===== src/rtl/maze_link_tx_if.sv =====
// Request handshake plus the 9-wire maze-update bus of the link transmitter.
// The requester uses the master modport; the transmitter uses the slave modport.
interface maze_link_tx_if;
  logic       req_valid;
  logic       req_ready;
  logic       req_done;
  logic [4:0] req_addr;
  logic [8:0] req_cell;
  logic       link_clk;
  logic [4:0] link_addr;
  logic [2:0] link_data;

  modport master (
    output req_valid, req_done, req_addr, req_cell,
    input  req_ready, link_clk, link_addr, link_data
  );

  modport slave (
    input  req_valid, req_done, req_addr, req_cell,
    output req_ready, link_clk, link_addr, link_data
  );
endinterface


===== src/rtl/maze_link_tx.sv =====
// Maze-update link transmitter: turns cell-update / maze-done requests into
// sync-framed beats on a self-generated slow strobe. Every output is a
// register loaded from the next-state view, so the bus changes only at edges.
module maze_link_tx #(
  parameter int HALF_PERIOD = 25
) (
  input  logic            CLOCK_25,
  input  logic            reset,
  maze_link_tx_if.slave   bus,
  output logic            busy,
  output logic            err_addr,
  output logic [15:0]     frames_sent
);

  localparam int CW = $clog2(HALF_PERIOD) + 1;
  localparam logic [CW-1:0] CNT_HALF = CW'(HALF_PERIOD);
  localparam logic [CW-1:0] CNT_LAST = CW'(2 * HALF_PERIOD - 1);

  typedef enum logic [1:0] {
    ST_IDLE = 2'd0,
    ST_SYNC = 2'd1,
    ST_BEAT = 2'd2,
    ST_DONE = 2'd3
  } state_t;

  state_t        state_r, state_s;
  logic [CW-1:0] cnt_r, cnt_s;
  logic [2:0]    beat_r, beat_s;
  logic          done_r, done_s;
  logic [4:0]    addr_r, addr_s;
  logic [8:0]    cell_r, cell_s;
  logic          err_s;
  logic          frame_end_s;
  logic          lclk_s;
  logic [4:0]    laddr_s;
  logic [2:0]    ldata_s;

  logic          ready_r;
  logic          busy_r;
  logic          err_r;
  logic [15:0]   frames_r;
  logic          lclk_r;
  logic [4:0]    laddr_r;
  logic [2:0]    ldata_r;

  assign bus.req_ready = ready_r;
  assign bus.link_clk  = lclk_r;
  assign bus.link_addr = laddr_r;
  assign bus.link_data = ldata_r;
  assign busy          = busy_r;
  assign err_addr      = err_r;
  assign frames_sent   = frames_r;

  // Next state, beat sequencing and the bus values the next cycle will show.
  always_comb begin
    state_s     = state_r;
    cnt_s       = cnt_r;
    beat_s      = beat_r;
    done_s      = done_r;
    addr_s      = addr_r;
    cell_s      = cell_r;
    err_s       = 1'b0;
    frame_end_s = 1'b0;
    lclk_s      = 1'b0;
    laddr_s     = 5'd31;
    ldata_s     = 3'd0;

    case (state_r)
      ST_IDLE: begin
        cnt_s  = '0;
        beat_s = 3'd0;
        if (bus.req_valid && ready_r) begin
          if (bus.req_done) begin
            done_s  = 1'b1;
            state_s = ST_SYNC;
          end else if (bus.req_addr <= 5'd29) begin
            done_s  = 1'b0;
            addr_s  = bus.req_addr;
            cell_s  = bus.req_cell;
            state_s = ST_SYNC;
          end else begin
            // Reserved address: drop the request and flag it.
            err_s = 1'b1;
          end
        end else begin
          state_s = ST_IDLE;
        end
      end
      ST_SYNC: begin
        if (cnt_r == CNT_LAST) begin
          cnt_s = '0;
          if (done_r) begin
            state_s = ST_DONE;
          end else begin
            state_s = ST_BEAT;
            beat_s  = 3'd0;
          end
        end else begin
          cnt_s = cnt_r + CW'(1);
        end
      end
      ST_BEAT: begin
        if (cnt_r == CNT_LAST) begin
          cnt_s = '0;
          if (beat_r == 3'd4) begin
            state_s     = ST_IDLE;
            beat_s      = 3'd0;
            frame_end_s = 1'b1;
          end else begin
            beat_s = beat_r + 3'd1;
          end
        end else begin
          cnt_s = cnt_r + CW'(1);
        end
      end
      ST_DONE: begin
        if (cnt_r == CNT_LAST) begin
          cnt_s       = '0;
          state_s     = ST_IDLE;
          frame_end_s = 1'b1;
        end else begin
          cnt_s = cnt_r + CW'(1);
        end
      end
      default: begin
        state_s = ST_IDLE;
        cnt_s   = '0;
        beat_s  = 3'd0;
      end
    endcase

    // Strobe is low for the first half of each beat, high for the second.
    lclk_s = (state_s != ST_IDLE) && (cnt_s >= CNT_HALF);

    case (state_s)
      ST_IDLE: begin
        laddr_s = 5'd31;
        ldata_s = 3'd0;
      end
      ST_SYNC: begin
        laddr_s = 5'd31;
        ldata_s = 3'd0;
      end
      ST_DONE: begin
        laddr_s = 5'd30;
        ldata_s = 3'd0;
      end
      ST_BEAT: begin
        laddr_s = addr_s;
        case (beat_s)
          3'd1:    ldata_s = cell_s[2:0];
          3'd2:    ldata_s = cell_s[5:3];
          3'd3:    ldata_s = cell_s[8:6];
          default: ldata_s = 3'd0;
        endcase
      end
      default: begin
        laddr_s = 5'd31;
        ldata_s = 3'd0;
      end
    endcase
  end

  // State, latched request and registered outputs; reset aborts any frame.
  always_ff @(posedge CLOCK_25) begin
    if (reset) begin
      state_r  <= ST_IDLE;
      cnt_r    <= '0;
      beat_r   <= 3'd0;
      done_r   <= 1'b0;
      addr_r   <= 5'd0;
      cell_r   <= 9'd0;
      ready_r  <= 1'b0;
      busy_r   <= 1'b0;
      err_r    <= 1'b0;
      frames_r <= 16'd0;
      lclk_r   <= 1'b0;
      laddr_r  <= 5'd31;
      ldata_r  <= 3'd0;
    end else begin
      state_r  <= state_s;
      cnt_r    <= cnt_s;
      beat_r   <= beat_s;
      done_r   <= done_s;
      addr_r   <= addr_s;
      cell_r   <= cell_s;
      ready_r  <= (state_s == ST_IDLE);
      busy_r   <= (state_s != ST_IDLE);
      err_r    <= err_s;
      if (frame_end_s) begin
        frames_r <= frames_r + 16'd1;
      end else begin
        frames_r <= frames_r;
      end
      lclk_r   <= lclk_s;
      laddr_r  <= laddr_s;
      ldata_r  <= ldata_s;
    end
  end

endmodule

===== src/flat_wrapper.sv =====
// flat-port wrapper written by rule: the top's interface ports become plain ports
module maze_link_tx_flat 
#(
  parameter int HALF_PERIOD = 25
)
  (CLOCK_25, reset, busy, err_addr, frames_sent, bus_req_valid, bus_req_done, bus_req_addr, bus_req_cell, bus_req_ready, bus_link_clk, bus_link_addr, bus_link_data);
  maze_link_tx_if bus_i ();
  input  logic CLOCK_25;
  input  logic reset;
  output logic busy;
  output logic err_addr;
  output logic [15:0] frames_sent;
  input wire logic [$bits(bus_i.req_valid)-1:0] bus_req_valid;
  input wire logic [$bits(bus_i.req_done)-1:0] bus_req_done;
  input wire logic [$bits(bus_i.req_addr)-1:0] bus_req_addr;
  input wire logic [$bits(bus_i.req_cell)-1:0] bus_req_cell;
  output wire logic [$bits(bus_i.req_ready)-1:0] bus_req_ready;
  output wire logic [$bits(bus_i.link_clk)-1:0] bus_link_clk;
  output wire logic [$bits(bus_i.link_addr)-1:0] bus_link_addr;
  output wire logic [$bits(bus_i.link_data)-1:0] bus_link_data;
  assign bus_i.req_valid = bus_req_valid;
  assign bus_i.req_done = bus_req_done;
  assign bus_i.req_addr = bus_req_addr;
  assign bus_i.req_cell = bus_req_cell;
  assign bus_req_ready = bus_i.req_ready;
  assign bus_link_clk = bus_i.link_clk;
  assign bus_link_addr = bus_i.link_addr;
  assign bus_link_data = bus_i.link_data;
  maze_link_tx #(.HALF_PERIOD(HALF_PERIOD)) u_core (.CLOCK_25(CLOCK_25), .reset(reset), .bus(bus_i), .busy(busy), .err_addr(err_addr), .frames_sent(frames_sent));
endmodule

===== config.mk =====
export PLATFORM = sky130hd
export DESIGN_NAME = maze_link_tx_flat
export DESIGN_NICKNAME = d
export VERILOG_FILES = /design/src/rtl/maze_link_tx_if.sv /design/src/rtl/maze_link_tx.sv /design/src/flat_wrapper.sv
export SDC_FILE = /design/constraint.sdc
export NUM_CORES = 1
export LEC_CHECK = 0
export ABC_AREA = 1
export BUFFER_PORTS_ARGS = -buffer_cell sky130_fd_sc_hd__buf_2
export CAP_MARGIN = 40
export CORE_ASPECT_RATIO = 1.4
export CORE_MARGIN = 2
export CORE_UTILIZATION = 40
export DETAILED_ROUTE_END_ITERATION = 12
export SETUP_SLACK_MARGIN = 0.05
export SLEW_MARGIN = 20
export SYNTH_ARGS = -nofsm -noshare
export SYNTH_HDL_FRONTEND = slang
export SYNTH_SLANG_ARGS = --single-unit

===== constraint.sdc =====
create_clock -name CLOCK_25 -period 2.3 [get_ports CLOCK_25]
set_clock_uncertainty 0.2 [all_clocks]
set_input_delay 0.23 -clock CLOCK_25 [delete_from_list [all_inputs] [get_ports CLOCK_25]]
set_output_delay 0.23 -clock CLOCK_25 [all_outputs]
set_load 0.1 [all_outputs]

=== After elaboration in Yosys (flattened, before gate mapping) ===
Cells that the tools add are included.

* Equality and inequality tests: 11
* Bitwise gates (word level): 2
* Reduce and logical (&&, ||, !) cells: 11
* $lt $le $gt $ge: 2
* Add/subtract/negate cells: 3
* Multiplexer cells: 34

{| class="wikitable"
|+ Operator list
! cell !! count
|-
| $mux W9 || 4
|-
| $mux W5 || 4
|-
| $pmux W3 S3 || 2
|-
| $add A16 B1 Y16 const B || 1
|-
| $pmux W5 S3 || 1
|-
| $mux W2 || 7
|-
| $mux W3 || 4
|-
| $pmux W6 S2 || 1
|-
| $eq A2 B2 Y1 const B || 4
|-
| $pmux W2 S4 || 1
|-
| $mux W1 || 7
|-
| $add A6 B1 Y6 const B || 1
|-
| $eq A3 B2 Y1 const B || 2
|-
| $eq A6 B6 Y1 const B || 1
|-
| $ge A6 B5 Y1 const B || 1
|-
| $mux W6 || 1
|-
| $pmux W3 S2 || 1
|-
| $reduce_or A3 Y1 || 2
|-
| $le A5 B5 Y1 const B || 1
|-
| $eq A2 B1 Y1 const B || 2
|-
| $logic_not A2 Y1 || 2
|-
| $reduce_bool A2 Y1 || 2
|-
| $reduce_or A4 Y1 || 1
|-
| $add A3 B1 Y3 const B || 1
|-
| 7 further kinds || 9
|}

* Bits in registers: 54
* Logic and storage cells: 76
* Output and inout bits: 28

=== Depth between registers and ports, before layout ===
* Depth in word-level cells: 8
* Gate-level depth with buffers: 13
* Depth with buffers taken out: 13

=== Least setup slack after synthesis ===
OpenSTA, ideal clock, no wires.

* Kind: reg-to-reg
* Start: register u_core.frames_r[0] (netlist: u_core.frames_sent[0])
* End: register u_core.frames_r[10] (netlist: u_core.frames_sent[10])
* Setup slack: -155 ps
* Stages on the path, launching flop included: 8
* Buffers on the path: 0
* Library setup time: 116 ps
* Clock period less this slack: 2455 ps
* Data arrival time: 2139 ps
* Cell sequence: dfxtp_1 > ha_1 > inv_1 > nor4_1 > nand2_1 > nor2_1 > a21oi_1 > o21a_1

* Longest elaborated chain between the ends: 1

{| class="wikitable"
|+ Ends and longest elaborated chain
! item !! line !! text
|-
| start: declaration || maze_link_tx.sv:41 || <nowiki>logic [15:0] frames_r;</nowiki>
|-
| start signal: assignment || maze_link_tx.sv:191 || <nowiki>frames_r <= frames_r + 16'd1;</nowiki>
|-
| start signal: assignment || maze_link_tx.sv:193 || <nowiki>frames_r <= frames_r;</nowiki>
|-
| $add A16 B1 Y16 || maze_link_tx.sv:191 ||
|}

Every way passes these cells.
A chain may end at the register's enable or synchronous reset.

=== Final worst setup path ===
* Start: register u_core.cnt_r[0]
* End: register u_core.frames_r[15] (netlist: u_core.frames_sent[15])

* Longest elaborated chain between the ends: 3

{| class="wikitable"
|+ Ends and longest elaborated chain
! item !! line !! text
|-
| start: declaration || maze_link_tx.sv:27 || <nowiki>logic [CW-1:0] cnt_r, cnt_s;</nowiki>
|-
| start signal: assignment || maze_link_tx.sv:182 || <nowiki>cnt_r <= cnt_s;</nowiki>
|-
| $eq A6 B6 Y1 * || maze_link_tx.sv:103, maze_link_tx.sv:117 ||
|-
| $mux W1 (on tied branches) || maze_link_tx.sv:117, maze_link_tx.sv:103 ||
|-
| $pmux W1 S2 * || maze_link_tx.sv:68 || <nowiki>case (state_r)</nowiki>
|}

Mark *: on every way between the ends. The rest lies on a longest branch, timed or not.

==> summary.md <==
| Metric | Value |
|---|---|
| Post-synth EDFFs | 0 |
| Final period utilization | 0.879 |
| CP arrival | 2.05 ns |
| Critical path's top delay family | simple AND/OR/NAND/NOR gates |
| Worst endpoint required time | 2.32 ns |
| Count leader, synth | nand2_1 |
| Leakage | 1.38 nW |
| Antenna cells | 0 |
| WS Path Type | reg -> reg |
| Share of total power in the clock network | 0.336 |
| Slowest CP cell | dfxtp_1 |
| Max FO, Critical Path | 12 |
| Design area | 2950 sq um |
| Ys async rst share | 0 |
| CTS buffer count | 5 |
| Final total power | 1.65 mW |
| Slew Limit Fails | 0 |
| Largest net degree at the start of global routing | 40 |
| GRT Residual Overflow | 0 |
| Total number of H-tree levels | 2 |
| Pre-CTS worst setup slack | between 0.2 and 0.25 ns |
| Net Count, Synth | ~360 |
| Post-synthesis cell count | between 300 and 400 |
| DIE AREA | 6840 sq um |
| Crit end category | flip-flop |
| Slew headroom | 0.675 |
| Setup WS post-layout | approximately 0.28 ns |
| F_max | a little under 0.5 GHz |
| Reg-to-Reg Start | u_core.cnt_r[0]$_SDFF_PP0_ |
| Die width | between 70 and 80 microns |
| Routed WL | 5530 microns |
| Primary FF master, synth | dfxtp_1 |
| Post-synthesis adder-cell area fraction | 0.0253 |
| Final min period | 2.02 ns |
| Yosys cell types | 31 |
| Reg2reg end | u_core.frames_sent[15]$_SDFFE_PP0P_ |
| Effective utilization at floorplan | 0.419 |
| Comb pwr share | 0.082 |
| Hold Crit Class | in -> reg |
| Post-Synth Simple-Gate Area | 0.339 |
| Number of fill cells in the layout | slightly below 600 |
| Synth Area per Inst | 7.41 sq um |
| Clock Path Buffers | 2 |
| Drt wl/cell | approximately 12 microns |
| DRC | 0 |
| #FFs+latches synth | 54 |
| Clk sinks | 54 |
| Outcome | finished clean |
| Mux cell area share after synthesis | 0.0202 |
| Remaining antenna violation count | 0 |
| Seq pwr share | 0.582 |
| Clk Latency, worst-skew pair | 0.31 ns |
| Area of the core | 5900 sq um |
| Max incr delay on CP | 0.43 ns |
| Avg Vias per Cell | 4.95 |
| Clock slew at reported path FFs | 0.10 ns |
| Root Buffer | clkbuf_8 |
| Critical Path Stages | 12 |
| Total number of vias | 2275 |
| Sw Share | 0.263 |
| # rows | 33 |
| Ys Warns | 0 |
| PD cells | 558 nW/um^2 |
| WP buf/inv | 0 |
| Dpl hpwl | ~4000 microns |
| Placer congestion estimate | approximately 0.85 |
| # setup viols final | 0 |
| Fin util | 0.499 |
| GRT Total Usage | 0.173 |
| Vias in the first global route | 2211 |
| Unrepaired setup endpoints after global routing | false |
| Critical-path cell list | ha_1 -> nand3_1 -> nor2_2 -> nand2_4 -> nor2_4 -> nand2_2 -> nor2_4 -> nand2_2 -> nor2_1 -> nand2_1 -> nand2_1 -> nor2_1 |
| Seq/Total Area, Yosys | 0.437 |
| CTS tree | built |
| Worst setup SP type | flip-flop |
| I/O Pins | 46 |
| Top cells by count, synth | nand2_1 (80), dfxtp_1 (54), nor2_1 (41), inv_1 (32), nand3_1 (31) |
| Internal Power | 1.21 mW |
| First-pass GRT wire length | 9700 microns |
| Setup crit end | u_core.frames_sent[15]$_SDFFE_PP0P_ |
| Antenna violations before repair | 0 |
| DR iter-0 viols | 79 |
| Reg2reg setup slack | approximately 0.28 ns |
| Yosys top cell by area | dfxtp_1 |
| Post-synth top area share | 0.437 |
| Max-cap violations | 0 |
| Critical path launch point | u_core.cnt_r[0]$_SDFF_PP0_ |
| Die Y | around 97 microns |
| Worst VDD drop | approximately 0.31 mV |
| Port bufs | 45 |
| Psw | 432 uW |
| Nets | around 400 |
| Synthesized area | 2480 sq um |
| Main combinational cell family by area after synthesis | simple AND/OR/NAND/NOR gates |
| Worst Tran Pin Value | 0.490 ns |
| DR pass1 iterations | 4 |
| Post-Synth XOR/XNOR Area | 0.0248 |
| Worst R2R Path Depth | 12 |
| Hold violation count in the final report | 0 |
| Syn-to-layout area delta | 19.1% |
| Synth Area in Compound Gates | 0.0874 |
| Layout cell share with drive strength beyond 1 | 0.200 |
| Placed cell area | 2780 sq um |
| Setup TNS Final | 0 ns |
| Synth area leaders | dfxtp_1 (44%), nand2_1 (12%), nand3_1 (6.3%) |
cell type report:
type                       count  area [sq um]  area share
multi-input combinational    240          1240       0.420
clock inverter                 3          25.0     0.00849
clock buffer                   5          68.8      0.0233
inverter                      33           124      0.0420
sequential                    54          1090       0.369
tap                           70          87.6      0.0297
timing repair buffer          55           318       0.108
power groups by stage:
stage	clock network [mW]	logic, mW	registers (mW)
floorplan	0	0.0648	1.00
global placement	0	0.127	0.978
detailed placement	0	0.128	0.979
CTS	0.574	0.137	0.958
global route	0.609	0.150	0.959
finish	0.553	0.135	0.957
metrics by stage:
step | instances | hold WS [ns]
floorplan | 334 | 0.146
global placement | 445 | 0.249
detailed placement | 445 | 0.249
CTS | 460 | 0.00333
global route | 460 | 0.0143
finish | 460 | 0.00753
registers in the layout (all words and copies together) (netlist names):
name / cells
u_core.done_r: 1
u_core.bus.req_ready: 1
u_core.state_r: 2
u_core.bus.link_data: 3
u_core.frames_sent: 16
u_core.cell_r: 9
u_core.addr_r: 5
u_core.err_addr: 1
u_core.beat_r: 3
u_core.cnt_r: 6
u_core.busy: 1
u_core.bus.link_addr: 5
u_core.bus.link_clk: 1
cells in the final DEF, fill, tap and decap left out:
cell	n
nand2_1	79
dfxtp_1	49
buf_2	45
nor2_1	41
inv_1	32
nand3_1	31
a21oi_1	21
nand4_1	12
o21ai_0	9
dlygate4sd3_1	7
mux2i_1	5
xor2_1	5
ha_1	5
clkbuf_8	5
dfxtp_2	5
nand2_2	4
nor3_1	4
nor2_2	3
o21a_1	3
buf_4	3
xnor2_1	2
nor2_4	2
nor3_2	2
o21bai_1	2
and3_1	2
inv_2	1
or2_2	1
a21oi_2	1
nand2_4	1
nor3_4	1
nor4_1	1
nor3b_1	1
o32ai_1	1
o21bai_2	1
inv_6	1
clkinv_4	1
clkinvlp_4	1
logic make-up (layout without fill, tap and decap cells):
family / after synthesis / count (layout)
AO/OA/AOI/OAI: 38 / 38
XOR/XNOR: 7 / 7
adder cells (fa/ha/maj): 5 / 5
buffers and inverters: 40 / 96
flip-flops: 54 / 54
multiplexers: 5 / 5
AND/OR/NAND/NOR: 185 / 185
worst min-delay path, cell delays in order:
cell and delay (ns):
buf_2 0.10, nand3_1 0.09, a21oi_1 0.07
per-layer routing:
layer,global-route usage,up-vias,share of wire
li1,-,1193,-
met1,0.204,1021,0.42
met2,0.313,55,0.53
met3,0.0270,6,0.041
met4,0.0577,0,0.014
met5,0,-,0
worst min-delay path by stage:
stage / start / to / slack, ns / cells past startpoint
3_5_place_dp: u_core.addr_r[2]$_SDFF_PP0_ / u_core.bus.link_addr[2]$_SDFF_PP1_ / 0.25 / 2
4_1_cts: bus_req_cell[4] / u_core.cell_r[4]$_SDFF_PP0_ / 0.003 / 3
3_3_place_gp: u_core.addr_r[3]$_SDFF_PP0_ / u_core.bus.link_addr[3]$_SDFF_PP1_ / 0.25 / 2
2_1_floorplan: reset / u_core.bus.link_addr[1]$_SDFF_PP1_ / 0.15 / 2
6_report: bus_req_cell[1] / u_core.cell_r[1]$_SDFF_PP0_ / 0.008 / 3
5_1_grt: bus_req_cell[0] / u_core.cell_r[0]$_SDFF_PP0_ / 0.01 / 3
what timing repair did:
action                                 in CTS  in global routing
gates resized for setup                     0                  2
buffers inserted                            0                  0
hold buffers                                7                  0
endpoints found under the hold margin      10                  0
setup endpoints to repair                   0                  6
Note: power is estimated with default switching activity, not from simulation.
